### src/rtl/stack_unit.sv
// stack_unit: parametrised operand stack with top/second/indexed reads, occupancy and sticky error flags
module stack_unit #(
   parameter int WIDTH = 16,
   parameter int DEPTH = 16,
   parameter int CNT_W = $clog2(DEPTH+1),
   parameter int IDX_W = $clog2(DEPTH)
) (
   input  logic             clk,
   input  logic             rst,
   input  logic             pop,
   input  logic             push,
   input  logic             load,
   input  logic [WIDTH-1:0] wr_data,
   input  logic             clr_err,
   input  logic [IDX_W-1:0] rd_idx,
   output logic [WIDTH-1:0] stk0,
   output logic [WIDTH-1:0] stk1,
   output logic [WIDTH-1:0] rd_data,
   output logic [CNT_W-1:0] count,
   output logic             empty,
   output logic             full,
   output logic             overflow,
   output logic             underflow
);
   localparam logic [CNT_W-1:0] FULL_CNT = CNT_W'(DEPTH);
   localparam logic [CNT_W-1:0] ONE      = CNT_W'(1);
   localparam logic [CNT_W-1:0] TWO      = CNT_W'(2);
   logic [WIDTH-1:0] mem_q [DEPTH];
   logic [WIDTH-1:0] mem_d [DEPTH];
   logic [CNT_W-1:0] count_q, count_d;
   logic             ovf_q, ovf_d, unf_q, unf_d;
   logic             do_push, do_pop, push_err, pop_err;
   always_comb begin
      do_push  = push && !pop;
      do_pop   = pop && !push;
      push_err = do_push && count_q == FULL_CNT;
      pop_err  = do_pop ? (count_q < (load ? TWO : ONE)) : (!do_push && load && count_q == '0);
      mem_d    = mem_q;
      count_d  = count_q;
      if (do_push && !push_err) begin
         for (int i = DEPTH-1; i > 0; i--) mem_d[i] = mem_q[i-1];
         mem_d[0] = wr_data;
         count_d  = count_q + ONE;
      end else if (do_pop && !pop_err) begin
         for (int i = 0; i < DEPTH-1; i++) mem_d[i] = mem_q[i+1];
         mem_d[DEPTH-1] = '0;
         if (load) mem_d[0] = wr_data;
         count_d = count_q - ONE;
      end else if (!do_push && load && !pop_err) begin
         mem_d[0] = wr_data;
      end
      // a new error in the same cycle as clr_err leaves the flag set
      ovf_d = (ovf_q && !clr_err) || push_err;
      unf_d = (unf_q && !clr_err) || pop_err;
   end
   always_ff @(posedge clk or posedge rst) begin
      if (rst) begin
         mem_q   <= '{default: '0};
         count_q <= '0;
         ovf_q   <= 1'b0;
         unf_q   <= 1'b0;
      end else begin
         mem_q   <= mem_d;
         count_q <= count_d;
         ovf_q   <= ovf_d;
         unf_q   <= unf_d;
      end
   end
   assign stk0      = count_q > '0 ? mem_q[0] : '0;
   assign stk1      = count_q > ONE ? mem_q[1] : '0;
   assign rd_data   = CNT_W'(rd_idx) < count_q ? mem_q[rd_idx] : '0;
   assign count     = count_q;
   assign empty     = count_q == '0;
   assign full      = count_q == FULL_CNT;
   assign overflow  = ovf_q;
   assign underflow = unf_q;
endmodule

### config.mk
export PLATFORM = sky130hd
export DESIGN_NAME = stack_unit
export DESIGN_NICKNAME = d
export VERILOG_FILES = /design/src/rtl/stack_unit.sv
export SDC_FILE = /design/constraint.sdc
export NUM_CORES = 1
export LEC_CHECK = 0
export CORE_ASPECT_RATIO = 1.2
export CORE_MARGIN = 5
export CORE_UTILIZATION = 45
export CTS_CLUSTER_DIAMETER = 40
export DETAILED_ROUTE_END_ITERATION = 12
export PLACE_DENSITY = 0.62
export SLEW_MARGIN = 5
export SYNTH_ARGS = -nofsm -noshare
export SYNTH_HDL_FRONTEND = slang
export SYNTH_SLANG_ARGS = --single-unit
### constraint.sdc
create_clock -name clk -period 11.8 [get_ports clk]
set_input_delay 1.77 -clock clk [delete_from_list [all_inputs] [get_ports clk]]
set_output_delay 1.77 -clock clk [all_outputs]
set_load 0.005 [all_outputs]
After elaboration in Yosys (flattened, before gate mapping)
Index checks and enable logic that the tools add are counted.
{"block": "totals", "regBits": 263, "inputBits": 26, "out_inout_bits": 57, "word_cells": 64}
{"block": "op_classes", "add_sub_neg": 2, "n_lt_le_gt_ge": 5, "n_eq_ne": 1, "muxes": 15, "bitwise_logic": 1, "n_reduce_logical": 21}
{"cell": "$mux W256", "n": 1}
{"cell": "$mux W240", "n": 1}
{"cell": "$mux W16", "n": 8}
{"cell": "$bmux W16 S4", "n": 1}
{"cell": "$gt A5 B1 Y1 const B", "n": 2}
{"cell": "$logic_and A1 B1 Y1", "n": 10}
{"cell": "$mux W5", "n": 2}
{"cell": "$logic_not A1 Y1", "n": 6}
{"cell": "$add A5 B1 Y5 const B", "n": 1}
{"cell": "$eq A5 B5 Y1 const B", "n": 1}
{"cell": "$ge A5 B5 Y1 const B", "n": 1}
{"cell": "$logic_not A5 Y1", "n": 1}
{"cell": "$lt A4 B5 Y1", "n": 1}
{"cell": "$lt A5 B2 Y1", "n": 1}
{"cell": "$not A4 Y5", "n": 1}
{"cell": "$sub A5 B1 Y5 const B", "n": 1}
{"cell": "$reduce_bool A3 Y1", "n": 1}
{"cell": "$logic_or A1 B1 Y1", "n": 2}
{"cell": "$mux W2", "n": 1}
{"cell": "$reduce_bool A2 Y1", "n": 1}
{"cell": "$mux W1", "n": 1}

Logic depth before layout (Yosys ltp)
Gate-level depths: netlist of run 1.
{"block": "depth", "ltp_word": 11, "ltp_mapped": 9, "depth_no_buf": 7}

Worst setup path after synthesis of run 1
Ideal clock, no wire load.
{"block": "synth_path", "path_kind": "input port to output port", "from": "in rd_idx[1]", "to": "out rd_data[11]", "t_arrival_ns": 3.309, "t_required_ns": 10.030, "slack_ns": 6.721, "cell_stages": 7, "path_buffers": 3, "cell_sequence": "buf_2 buf_2 buf_1 mux4_2 mux2i_1 mux2_2 a21oi_1"}
{"block": "synth_between", "elab_chain_len": 5, "word_cells_on_any_way": 6, "cone_classes": "1 x order compare; 4 x mux; 1 x bitwise"}
{"element": "from (decl)", "line_no": "15", "rtl": "input logic [IDX_W-1:0] rd_idx,"}
{"element": "$not A4 Y5 (not written as such)", "line_no": "71", "rtl": "assign rd_data = CNT_W'(rd_idx) < count_q ? mem_q[rd_idx] : '0;"}
{"element": "$bmux W16 S4", "line_no": "71"}
{"element": "$mux W16 (not written as such) (2 in a row)", "line_no": "71"}
{"element": "$mux W16 *", "line_no": "71"}
{"element": "to (decl)", "line_no": "18", "rtl": "output logic [WIDTH-1:0] rd_data,"}
Every way passes the cells marked *; elsewhere a longest branch is shown, timed or not. The select of a mux whose other input is x is not followed.

Final worst setup path of run 1
{"block": "layout_path", "from": "in rd_idx[0]", "to": "out rd_data[1]"}
The elaborated chain is that of the path after synthesis.

==> results of run 1 <==
==> routing by layer <==
metal	track usage	vias to the layer above	share of wire
met5	0	-	0
met4	0.0543	0	0.020
met3	0.0368	48	0.053
met2	0.312	252	0.46
met1	0.287	5290	0.46
li1	-	4774	-
==> synth_stat cells, drive strengths merged (2+ instances only) <==
cell      n
a211oi    3
a21o    139
a21oi    19
a22o    153
a31oi    87
and2     16
and2b     5
buf      30
clkbuf   85
dfrtp   263
ha        8
inv      10
mux2     48
mux2i    32
mux4     64
nand2   176
nand2b    3
nand3     2
nor2     92
nor2b    12
nor4      2
o21ai     3
xnor2     4
==> how the worst max path moves through the flow <==
stage / endpoint / slack (ns) / startpoint / cells past startpoint
3_5_place_dp: rd_data[1] / 5.50 / rd_idx[0] / 7
2_1_floorplan: count[0] / 2.79 / rst / 1
6_report: rd_data[1] / 5.50 / rd_idx[0] / 7
5_1_grt: rd_data[1] / 5.27 / rd_idx[0] / 7
3_3_place_gp: rd_data[11] / 5.47 / rd_idx[0] / 7
4_1_cts: rd_data[13] / 5.50 / rd_idx[0] / 7
==> power by group through the flow <==
stage / Sequential [mW] / Clock [mW] / Combinational, mW
2_1_floorplan: 1.52 / 0 / 0.859
3_3_place_gp: 1.64 / 0 / 1.17
3_5_place_dp: 1.65 / 0 / 1.19
4_1_cts: 1.64 / 1.22 / 1.20
5_1_grt: 1.70 / 1.26 / 1.31
6_report: 1.65 / 1.19 / 1.18
==> placed cells by master (no fill, tap or decap), types with 32 or more instances in the layout <==
cell type,n
clkbuf_16,42
a22o_1,153
clkdlybuf4s50_1,79
a21o_1,138
nor2_1,90
a31oi_1,87
mux4_2,64
dfrtp_1,263
mux2_2,38
mux2i_1,32
nand2_1,175
==> area by class of cell <==
| cell class | count | area share |
|---|---|---|
| Clock buffer | 43 | 0.0650 |
| Clock inverter | 31 | 0.0182 |
| Inverter | 10 | 0.00275 |
| Multi-Input combinational cell | 880 | 0.425 |
| Sequential cell | 263 | 0.401 |
| Tap cell | 396 | 0.0302 |
| Timing Repair Buffer | 100 | 0.0577 |
==> logic make-up (layout without fill, tap and decap cells) <==
family | Yosys count | in the layout | share of synthesized area
xor gates and xnor gates | 5 | 5 | 0.00313
and+or+nand+nor | 314 | 314 | 0.0947
adders and majority gates | 8 | 8 | 0.00714
muxes | 144 | 144 | 0.167
buffers and inverters | 125 | 184 | 0.0365
AOI/OAI and AO/OA | 409 | 409 | 0.222
DFF | 263 | 263 | 0.470
==> registers in the layout, indices dropped and copies added (netlist names) <==
signal	count
underflow	1
mem_q	256
overflow	1
count	5
==> metrics by stage <==
step	setup slack, ns	cells
after floorplan	2.79	1268
after global placement	5.47	1649
after detailed placement	5.50	1649
after CTS	5.50	1723
after global routing	5.27	1723
final	5.50	1723
==> results by group, run 1 <==
Synth
  • Async SR Flop Fraction: 1.00
  • Mapped Nets: 1302
  • Area contributors post-synth: dfrtp_1 (47%), mux4_2 (10%), a22o_1 (9.6%)
  • Synth Instances: 1268
  • Post-Syn Area per Cell: 11.0 um2
  • Register area share after synthesis: 0.470
  • Synth top area share: 0.470
  • #FFs+latches synth: 263
  • Most used flip-flop cell after synthesis: dfrtp_1
  • Yosys synthesis warning count: 0
  • Post-synth top area cell: dfrtp_1
  • Distinct cell type count after synthesis: 42
  • Cell Area, Synth: 14000 um2
  • Post-synth EDFFs: 0

CTS
  • CTS Buffer Depth: 3
  • Skew-Pair Late Insertion Delay: 0.53 ns
  • Clock root cell: clkbuf_16
  • # Post-CTS Setup Buffers: 0
  • CTS tree: built
  • Clock transition at the registers of the reported paths: 0.05 ns
  • H-tree depth: 2
  • Resized Gates After CTS: 0
  • Hold-fix buffers, CTS: 0
  • Num CTS Buffers: 40
  • CTS Sinks: 263

Floorplanning
  • Starting Density: 0.457
  • FP Rows: 70
  • Die Y: 203 um
  • Io pins: 83
  • Die ar.: 34800 um2
  • Core box area: 30700 um2
  • Die width: 171 um

Worst setup path
  • Flop2flop setup slack: 8.21 ns
  • Critical Path, Cell by Cell: buf_4, buf_4, nand2b_1, a21o_1, a211o_1, a21oi_1, clkdlybuf4s50_1
  • Crit path largest cell delay: 0.84 ns
  • Max Fanout on Critical Path: 53
  • Crit end category: primary output
  • CP Class: in -> out
  • Top delay family on crit path: buffers and inverters
  • Worst path required time: 10.03 ns
  • Worst r2r src: count[0]
  • Top cell by count, worst path: buf_4
  • WP data arrival: 4.53 ns
  • R2R Path End: mem_q[201]
  • Critical path's slowest cell: buf_4
  • R2R cell count: 9
  • CP startpoint kind: primary input
  • CP bufs+invs: 3

Global routing
  • Global-route wire length before repair: 57.2 mm
  • Gr usage total: 0.199
  • Largest net degree at the start of global routing: 124
  • Initial antenna violation count: 0
  • Overflow after GRT: 0
  • Vias in the first global route: 10300

Timing
  • Maximum clock rate: 0.159 GHz
  • Fin. Hold Viols: 0
  • Final Max Tran Viols: 0
  • RSZ-0062 raised after global routing: false
  • Slew @ Worst Pin: 1.11 ns
  • Min Tclk post-route: 6.30 ns
  • Skew final: 0.0199 ns
  • Hold slack: 0.522 ns
  • Final setup viols: 0
  • Share of the cycle needed by the critical path after routing: 0.534
  • Rel. slew slack: 0.257
  • Setup TNS Final: 0 ns

Power and ir drop
  • Pwr dens: 245 nW/um2
  • Max VDD drop: 0.154 mV
  • Leak: 7.83 nW
  • Seq pwr share: 0.409
  • Combinational power share: 0.294
  • NetSw: 1.34 mW
  • Sw Share: 0.334
  • Pwr Total: 4.02 mW
  • Internal Pwr Total: 2.68 mW
  • Clk pwr share: 0.297

Finish
  • Share of cells above drive strength 1: 0.163
  • Storage element area: 6580 um2
  • Design area: 16400 um2
  • Footprint of the multi-input gates: 6960 um2
  • Util after Layout: 0.535
  • Layout area overhead: 17.0%
  • Layout Nets: 1329
  • Layout fillers: 2614
  • ANT cells: 0

Route
  • Residual DRC: 0
  • Detail Route Antenna Nets: 0
  • Vias per cell: 6.02
  • Routed WL per cell: 20.1 um
  • TritonRoute pass-1 iters: 5
  • DR vias: 10400
  • Routed Wire Length: 34.6 mm
  • 1st-iter DRT viols: 956

Run status
  • Outcome: completed

Placed design
  • GPL Wtd Cong: 0.743
  • IO Port Bufs: 82
  • Placed instance area: 15000 um2
  • Final HPWL DP: 19.5 mm

Min path
  • Hold Path Stages: 1
  • Hold Path Class: reg -> reg
  • Worst Hold Launch: mem_q[11]
  • Worst hold endpoint: mem_q[11]

Flow run
  • Max cap viols: 0
Note: power is estimated with default switching activity, not from simulation.
==> run 2: changes to the inputs <==
==> constraint.sdc (replaced) <==
create_clock -name clk -period 6.58 [get_ports clk]
set_input_delay 0.987 -clock clk [delete_from_list [all_inputs] [get_ports clk]]
set_output_delay 0.987 -clock clk [all_outputs]
set_load 0.005 [all_outputs]
==> results by group, run 2 (synthesis results as in run 1) <==
CTS
  • Clock transition at the registers of the reported paths: 0.06 ns (was 0.05 ns)
  • CTS Sinks: 263 (unchanged)
  • Clock root cell: clkbuf_16 (unchanged)
  • Skew-Pair Late Insertion Delay: 0.51 ns (was 0.53 ns)
  • # Post-CTS Setup Buffers: 0 (unchanged)
  • Hold-fix buffers, CTS: 0 (unchanged)
  • Num CTS Buffers: 36 (was 40)
  • CTS tree: built (unchanged)
  • CTS Buffer Depth: 3 (unchanged)
  • Resized Gates After CTS: 0 (unchanged)
  • H-tree depth: 2 (unchanged)

Floorplanning
  • Die width: 171 um (unchanged)
  • Io pins: 83 (unchanged)
  • FP Rows: 70 (unchanged)
  • Core box area: 30700 um2 (unchanged)
  • Starting Density: 0.457 (unchanged)
  • Die ar.: 34800 um2 (unchanged)
  • Die Y: 203 um (unchanged)

Flow run
  • Max cap viols: 0 (unchanged)

Power and ir drop
  • Clk pwr share: 0.275 (was 0.297)
  • Internal Pwr Total: 4.68 mW (was 2.68 mW)
  • NetSw: 2.35 mW (was 1.34 mW)
  • Sw Share: 0.335 (was 0.334)
  • Max VDD drop: 0.221 mV (was 0.154 mV)
  • Leak: 7.74 nW (was 7.83 nW)
  • Combinational power share: 0.302 (was 0.294)
  • Pwr dens: 432 nW/um2 (was 245 nW/um2)
  • Seq pwr share: 0.423 (was 0.409)

Worst setup path
  • R2R Path End: mem_q[250] (was mem_q[201])
  • Top delay family on crit path: buffers and inverters (unchanged)
  • CP Class: in -> out (unchanged)
  • CP startpoint kind: primary input (unchanged)
  • Crit path largest cell delay: 0.60 ns (was 0.84 ns)
  • Worst path required time: 5.59 ns (was 10.03 ns)
  • Worst r2r src: count[1] (was count[0])
  • Critical path's slowest cell: buf_4 (unchanged)
  • WP data arrival: 3.66 ns (was 4.53 ns)
  • R2R cell count: 6 (was 9)
  • Max Fanout on Critical Path: 43 (was 53)
  • Flop2flop setup slack: 3.36 ns (was 8.21 ns)
  • Crit end category: primary output (unchanged)
  • Critical Path, Cell by Cell: buf_4, ha_1, a21o_1, a211o_1, a21oi_1, clkdlybuf4s50_1 (was buf_4, buf_4, nand2b_1, a21o_1, a211o_1, a21oi_1, clkdlybuf4s50_1)
  • CP bufs+invs: 2 (was 3)

Timing
  • Fin. Hold Viols: 0 (unchanged)
  • Setup TNS Final: 0 ns (unchanged)
  • RSZ-0062 raised after global routing: false (unchanged)
  • Setup ws final: 1.93 ns (was 5.50 ns)
  • Slew @ Worst Pin: 1.15 ns (was 1.11 ns)
  • Share of the cycle needed by the critical path after routing: 0.706
  • Skew final: 0.0185 ns (was 0.0199 ns)
  • Final setup viols: 0 (unchanged)
  • Min Tclk post-route: 4.65 ns
  • Maximum clock rate: 0.215 GHz
  • Rel. slew slack: 0.230 (was 0.257)
  • Final Max Tran Viols: 0 (unchanged)

Run status
  • Outcome: completed (unchanged)

Route
  • Residual DRC: 0 (unchanged)
  • TritonRoute pass-1 iters: 7 (was 5)
  • Routed Wire Length: 34.8 mm (was 34.6 mm)
  • Routed WL per cell: 20.3 um (was 20.1 um)
  • Detail Route Antenna Nets: 0 (unchanged)
  • 1st-iter DRT viols: 906 (was 956)
  • DR vias: 10400 (about the same)
  • Vias per cell: 6.09 (was 6.02)

Min path
  • Worst hold endpoint: mem_q[1] (was mem_q[11])
  • Hold Path Class: reg -> reg (unchanged)
  • Hold Path Stages: 1 (unchanged)
  • Worst Hold Launch: mem_q[1] (was mem_q[11])

Global routing
  • Largest net degree at the start of global routing: 212 (was 124)
  • Global-route wire length before repair: 57.6 mm (was 57.2 mm)
  • Initial antenna violation count: 0 (unchanged)
  • Overflow after GRT: 0 (unchanged)
  • Vias in the first global route: 10200 (was 10300)
  • Gr usage total: 0.201 (was 0.199)

Placed design
  • Pre-CTS WS: 1.94 ns (was 5.50 ns)
  • Final HPWL DP: 20.2 mm (was 19.5 mm)
  • IO Port Bufs: 82 (unchanged)
  • GPL Wtd Cong: 0.755 (was 0.743)

Finish
  • ANT cells: 0 (unchanged)
  • Share of cells above drive strength 1: 0.151 (was 0.163)
  • Max FFs per register: 256 (unchanged)
  • Reg with most FFs: mem_q (unchanged)
  • Layout Nets: 1325 (was 1329)
  • Commonest non-fill, non-tap cell in the layout: dfrtp_1 (unchanged)
  • Layout area overhead: 16.2% (was 17.0%)
  • Most frequent cells in the layout: dfrtp_1 (263), nand2_1 (175), a22o_1 (153), a21o_1 (138), nor2_1 (90) (unchanged)
[run 2: cell count changes in the layout (fill, tap and decap cells not counted)]
cell / before / now
buf_12: 0 / 5
buf_4: 20 / 15
clkbuf_1: 0 / 5
clkbuf_16: 42 / 37
clkbuf_8: 1 / 2
clkinv_2: 12 / 3
clkinv_4: 6 / 4
clkinvlp_4: 3 / 5
inv_6: 4 / 2
inv_8: 3 / 1
[run 2: worst max path at each step]
stage | from | end | slack (ns) | cells past startpoint
2_1_floorplan | rst | count[0] | 2.12 | 1
5_1_grt | rd_idx[1] | rd_data[4] | 1.85 | 7
3_5_place_dp | rd_idx[1] | rd_data[0] | 1.94 | 6
6_report | rd_idx[1] | rd_data[0] | 1.93 | 6
3_3_place_gp | rd_idx[1] | rd_data[0] | 1.99 | 6
4_1_cts | rd_idx[1] | rd_data[0] | 1.94 | 6
[run 2: layout make-up]
class / instances / area, um2
clock buffers: 44 / 972
inverters: 10 / 41.3
well taps: 396 / 495
fillers: 2694 / 14400
multi-input cells: 880 / 6960
repair buffers: 100 / 1010
flip-flops and latches: 263 / 6580
clock inverters: 18 / 215
[run 2: power groups by stage]
stage	clock (mW)	combinational (mW)	sequential, mW
floorplan	0	1.54	2.72
global placement	0	2.09	2.98
detailed placement	0	2.13	2.99
CTS	1.97	2.15	2.97
global route	2.05	2.34	3.08
finish	1.93	2.12	2.98
[run 2: routing by layer]
metal,GRT usage,vias to the layer above,share of wire
met3,0.0291,42,0.055
li1,-,4748,-
met5,0,-,0
met2,0.305,282,0.46
met4,0.0529,0,0.020
met1,0.303,5340,0.46
[run 2: per-stage QoR]
| stage | util | instance area [um2] | hold WS (ns) | total power [mW] | cells |
|---|---|---|---|---|---|
| CTS | 0.531 | 16300 | 0.525 | 7.09 | 1711 |
| global route | 0.531 | 16300 | 0.548 | 7.47 | 1711 |
| floorplan | - | 14000 | 0.482 | 4.26 | 1268 |
| finish | 0.531 | 16300 | 0.525 | 7.03 | 1711 |
| global placement | 0.492 | 15100 | 0.502 | 5.07 | 1649 |
| detailed placement | 0.492 | 15100 | 0.511 | 5.13 | 1649 |
[run 2: worst reg2reg max path, stage by stage, from the launching register on]
cell	delay [ns]
dfrtp_1	0.47
inv_1	0.20
ha_1	0.22
nor4b_4	0.81
nor3b_1	0.09
or4_1	0.86
mux2_2	0.45
